<file path="src/rtl/right_shift_pipe_pkg.sv">
// Shared constants and helpers for the pipelined right shifter.
// Opcode encodings are also consumed by the ALU decode.
package right_shift_pipe_pkg;

  localparam int DEF_WIDTH   = 32;
  localparam int DEF_SHAMT_W = 5;
  localparam int DEF_TAG_W   = 5;

  localparam logic SHIFT_SRL = 1'b0;
  localparam logic SHIFT_SRA = 1'b1;

  function automatic logic fill_bit(
    input logic arith,
    input logic msb
  );
    return (arith == SHIFT_SRA) ? msb : 1'b0;
  endfunction

endpackage

</file>
<file path="src/rtl/right_shift_pipe_rshift_stage.sv">
// One fixed-distance right-shift step of the barrel.
// Passes the input through when not selected.
module rshift_stage #(
  parameter int WIDTH = 32,
  parameter int AMT   = 1
) (
  input  logic [WIDTH-1:0] i_data,
  input  logic             i_sel,
  input  logic             i_fill,
  output logic [WIDTH-1:0] o_data
);

  logic [WIDTH-1:0] w_shift;

  assign w_shift = {{AMT{i_fill}}, i_data[WIDTH-1:AMT]};
  assign o_data  = i_sel ? w_shift : i_data;

endmodule

</file>
<file path="src/rtl/right_shift_pipe.sv">
// Two-stage SRL/SRA shifter with valid/ready on both sides.
// Stage 1 does 16/8, stage 2 does 4/2/1; tag rides along.
module right_shift_pipe
  import right_shift_pipe_pkg::*;
#(
  parameter int WIDTH   = DEF_WIDTH,
  parameter int SHAMT_W = DEF_SHAMT_W,
  parameter int TAG_W   = DEF_TAG_W
) (
  input  logic               clock,
  input  logic               reset,
  input  logic               flush,
  input  logic               in_valid,
  output logic               in_ready,
  input  logic [WIDTH-1:0]   in_data,
  input  logic [SHAMT_W-1:0] in_shamt,
  input  logic               in_arith,
  input  logic [TAG_W-1:0]   in_tag,
  output logic               out_valid,
  input  logic               out_ready,
  output logic [WIDTH-1:0]   out_data,
  output logic [TAG_W-1:0]   out_tag
);

  logic             r_s1_valid;
  logic [WIDTH-1:0] r_s1_data;
  logic [2:0]       r_s1_shamt;
  logic             r_s1_fill;
  logic [TAG_W-1:0] r_s1_tag;

  logic             r_out_valid;
  logic [WIDTH-1:0] r_out_data;
  logic [TAG_W-1:0] r_out_tag;

  logic             w_s2_ready;
  logic             w_s1_ready;
  logic             w_accept;
  logic             w_advance;
  logic             w_fill;
  logic [WIDTH-1:0] w_sh16;
  logic [WIDTH-1:0] w_sh8;
  logic [WIDTH-1:0] w_sh4;
  logic [WIDTH-1:0] w_sh2;
  logic [WIDTH-1:0] w_sh1;

  assign w_s2_ready = !r_out_valid || out_ready;
  assign w_s1_ready = !r_s1_valid || w_s2_ready;
  assign in_ready   = w_s1_ready && !flush;
  assign w_accept   = in_valid && in_ready;
  assign w_advance  = r_s1_valid && w_s2_ready;
  assign w_fill     = fill_bit(in_arith, in_data[WIDTH-1]);

  rshift_stage #(.WIDTH(WIDTH), .AMT(16)) u_sh16 (
    .i_data (in_data),
    .i_sel  (in_shamt[SHAMT_W-1]),
    .i_fill (w_fill),
    .o_data (w_sh16)
  );

  rshift_stage #(.WIDTH(WIDTH), .AMT(8)) u_sh8 (
    .i_data (w_sh16),
    .i_sel  (in_shamt[SHAMT_W-2]),
    .i_fill (w_fill),
    .o_data (w_sh8)
  );

  rshift_stage #(.WIDTH(WIDTH), .AMT(4)) u_sh4 (
    .i_data (r_s1_data),
    .i_sel  (r_s1_shamt[2]),
    .i_fill (r_s1_fill),
    .o_data (w_sh4)
  );

  rshift_stage #(.WIDTH(WIDTH), .AMT(2)) u_sh2 (
    .i_data (w_sh4),
    .i_sel  (r_s1_shamt[1]),
    .i_fill (r_s1_fill),
    .o_data (w_sh2)
  );

  rshift_stage #(.WIDTH(WIDTH), .AMT(1)) u_sh1 (
    .i_data (w_sh2),
    .i_sel  (r_s1_shamt[0]),
    .i_fill (r_s1_fill),
    .o_data (w_sh1)
  );

  // Stage 1: capture coarse-shifted operand when an op is accepted
  always_ff @(posedge clock or negedge reset) begin
    if (!reset) begin
      r_s1_valid <= 1'b0;
      r_s1_data  <= '0;
      r_s1_shamt <= '0;
      r_s1_fill  <= 1'b0;
      r_s1_tag   <= '0;
    end else begin
      if (flush) begin
        r_s1_valid <= 1'b0;
      end else if (w_s1_ready) begin
        r_s1_valid <= in_valid;
      end
      if (w_accept) begin
        r_s1_data  <= w_sh8;
        r_s1_shamt <= in_shamt[2:0];
        r_s1_fill  <= w_fill;
        r_s1_tag   <= in_tag;
      end
    end
  end

  // Stage 2: finish the shift and hold the result until consumed
  always_ff @(posedge clock or negedge reset) begin
    if (!reset) begin
      r_out_valid <= 1'b0;
      r_out_data  <= '0;
      r_out_tag   <= '0;
    end else begin
      if (flush) begin
        r_out_valid <= 1'b0;
      end else if (w_s2_ready) begin
        r_out_valid <= r_s1_valid;
      end
      if (w_advance) begin
        r_out_data <= w_sh1;
        r_out_tag  <= r_s1_tag;
      end
    end
  end

  assign out_valid = r_out_valid;
  assign out_data  = r_out_data;
  assign out_tag   = r_out_tag;

endmodule

</file>
<file path="config.mk">
export PLATFORM = sky130hd
export DESIGN_NAME = right_shift_pipe
export DESIGN_NICKNAME = d
export VERILOG_FILES = /design/src/rtl/right_shift_pipe_pkg.sv /design/src/rtl/right_shift_pipe_rshift_stage.sv /design/src/rtl/right_shift_pipe.sv
export SDC_FILE = /design/constraint.sdc
export NUM_CORES = 1
export LEC_CHECK = 0
export CORE_ASPECT_RATIO = 0.5
export CORE_UTILIZATION = 50
export DETAILED_ROUTE_END_ITERATION = 12
export PLACE_DENSITY = 0.88
export SYNTH_ARGS = -nofsm -noshare
export SYNTH_HDL_FRONTEND = slang
export SYNTH_SLANG_ARGS = --single-unit
</file>
<file path="constraint.sdc">
create_clock -name clock -period 2.8 [get_ports clock]
set_clock_uncertainty 0.2 [all_clocks]
set_input_delay 0.56 -clock clock [delete_from_list [all_inputs] [get_ports clock]]
set_output_delay 0.56 -clock clock [all_outputs]
set_load 0.01 [all_outputs]
</file>
==> results of run 1 <==
## cell type report
| type | count | share of cell area, % |
|---|---|---|
| well taps | 112 | 2.45 |
| flip-flops and latches | 80 | 35.0 |
| multi-input cells | 332 | 39.3 |
| clock buffers | 13 | 4.90 |
| inverters | 2 | 0.131 |
| repair buffers | 94 | 17.2 |
| clock inverters | 2 | 1.05 |
## worst max-delay path: stages
cell and delay [ns]:
clkdlybuf4s50_1 0.47, nor2b_1 0.07, a21oi_1 0.14, clkdlybuf4s50_1 0.54
## routing by layer
layer,global-route usage (%),routed length [um],up-vias
met5,0,0,-
met4,6.46,152,0
met3,7.97,1190,19
met2,41.7,5290,239
met1,37.4,5320,1876
li1,-,-,1818
## power breakdown
group	total (mW)	switching (mW)	internal, mW
logic	1.40	0.676	0.721
clock network	1.31	0.442	0.872
registers	1.60	0.199	1.40
## cells in the mapped netlist
library cell / number / area share (%)
a211o_1: 1 / 0.20
a211oi_1: 9 / 1.5
a21o_1: 8 / 1.4
a21oi_1: 17 / 1.9
a22o_1: 1 / 0.20
a22oi_1: 1 / 0.17
a311oi_1: 7 / 1.4
and2_1: 8 / 1.1
and2b_1: 1 / 0.17
buf_1: 6 / 0.51
buf_2: 17 / 1.9
buf_4: 3 / 0.51
buf_6: 1 / 0.25
clkbuf_1: 14 / 1.2
clkinv_1: 1 / 0.084
dfrtp_1: 80 / 45
inv_1: 1 / 0.084
mux2_2: 54 / 14
mux2i_1: 8 / 1.8
mux4_2: 2 / 1.0
nand2_1: 56 / 4.7
nand2b_1: 10 / 1.4
nand3_1: 1 / 0.11
nand3b_1: 2 / 0.34
nor2_1: 25 / 2.1
nor2_2: 1 / 0.14
nor2b_1: 3 / 0.42
nor3_1: 2 / 0.23
nor3b_1: 1 / 0.17
o21a_1: 1 / 0.17
o21ai_0: 25 / 2.8
o22ai_1: 53 / 7.5
o31ai_1: 34 / 5.7
or2_2: 1 / 0.14
## registers in the layout, indices dropped and copies added (netlist names)
signal and flops:
r_s1_tag 5, r_s1_shamt 3, out_tag 5, r_s1_valid 1, out_data 32, r_s1_data 32, r_s1_fill 1, out_valid 1
## worst paths after layout
check,cells past startpoint,to,slack (ns),from
min in group clock,2,out_data[11]$_DFFE_PN0P_,0.28,out_data[11]$_DFFE_PN0P_
max,4,in_ready,0.26,out_ready
min reg2reg,2,out_data[11]$_DFFE_PN0P_,0.28,out_data[11]$_DFFE_PN0P_
min,1,r_s1_tag[1]$_DFFE_PN0P_,0.05,reset
max reg2reg,3,out_data[8]$_DFFE_PN0P_,0.43,r_s1_shamt[2]$_DFFE_PN0P_
max in group asynchronous,2,out_data[13]$_DFFE_PN0P_,1.73,reset
## kinds of logic after synthesis
kind of cell	Yosys count	synth area share, %
flip-flops	80	45.0
buffers and inverters	43	4.53
AND/OR/NAND/NOR	111	11.1
AO/OA/AOI/OAI	157	22.9
multiplexers	64	16.5
==> results_dict.tcl, run 1 <==
set metrics [dict create \
    maxCapViolCount 0 \
    fillerInstances 607 \
    synthesis.nets 503 \
    ir_drop_mv 0.384 \
    ys_ff_latch 80 \
    drt-wirelength-per-cell_um 18.8 \
    n_antenna_cell 0 \
    fin_hold_ws_ns 0.0478 \
    fin_crit_sh_pct 90.8 \
    hold_class "in -> async" \
    fmax_mhz 393 \
    clk_latency_ns 0.34 \
    drt-total-wl_um 11900 \
    path_clk_slew_ns 0.05 \
    dp_hpwl_um 8070 \
    ios 87 \
    tightestPinTransition_ns 1.04 \
    hold_viol 0 \
    area_delta_synth_final_pct 28.6 \
    critical_path_required_ns 2.04 \
    vias 3952 \
    p_total_mw 4.31 \
    post-place-ws_ns 0.270 \
    gp_congestion 0.893 \
    drive_above_1_share_pct 15.9 \
    place_inst 620 \
    overflow 0 \
    grt_pass1_wl_um 18600 \
    nets 567 \
    finalSetupViolations 0 \
    synth.distinct_cells 34 \
    cts_tree "yes" \
    yosys_warnings 0 \
    power_leakage_nw 2.40 \
    power_density_mw_per_mm2 754 \
    cp_data_arrival_time_ns 1.78 \
    drv_slew 0 \
    grt_max_degree 74 \
    syn_inst 455 \
    path_max_fanout 3 \
    post_cts_buffers 0 \
    syn_area_mm2 0.00445 \
    layout_commonest_cell "clkdlybuf4s50_1" \
    multiInputGateArea_mm2 0.00225 \
    die_h_um 68.7 \
    firstDrtPassIters 8 \
    postCtsHoldBufs 0 \
    status "finished, final reports clean" \
    cts_sinks 80 \
    num_rows 23 \
    cp-start-kind "primary input" \
    grt_use_total_pct 26.9 \
    setup.worst_path.class "in -> out" \
    seqCellArea_mm2 0.00200 \
    rsz0062_at_grt "no" \
    cts_inserted_buffers 9 \
    start_util_pct 53.5 \
    core_area_mm2 0.00832 \
    period_needed_ns 2.54 \
    route.detailed.drc 0 \
    ant_nets 0 \
    drt_iter0_drc 458 \
    clockRootBuffer "clkbuf_16" \
    fin_ws_ns 0.257 \
    viasPerCell 6.22 \
    cts_resized 0 \
    synth.avg_cell_area_um2 9.78 \
    instances_no_fill 635 \
    io_buffers 86 \
    grt_pass1_vias 3575 \
    place_area_mm2 0.00538 \
    clock_tree.buffer_depth 2 \
    final_cell_area_mm2 0.00572 \
    die_area_mm2 0.00930 \
    antenna_found_initial 0 \
    final_cell_mix "clkdlybuf4s50_1 (85), dfrtp_1 (80), nand2_1 (56), mux2_2 (54), o22ai_1 (53)" \
    seq_area_frac_synth_pct 45.0 \
    final_util_pct 68.8 \
    dieWidth_um 135 \
    h-tree-depth 3 \
    max_slew_margin_pct 31.0 \
    cp-end-kind "primary output" \
    finalSetupTns_ns 0 \
]
Note: power is estimated with default switching activity, not from simulation.
==> run 2, diff against run 1 <==
- CTS_CLUSTER_SIZE: unset -> 28
==> results of run 2 <==
Final layout, timing and power as in run 1 (identical DEF).
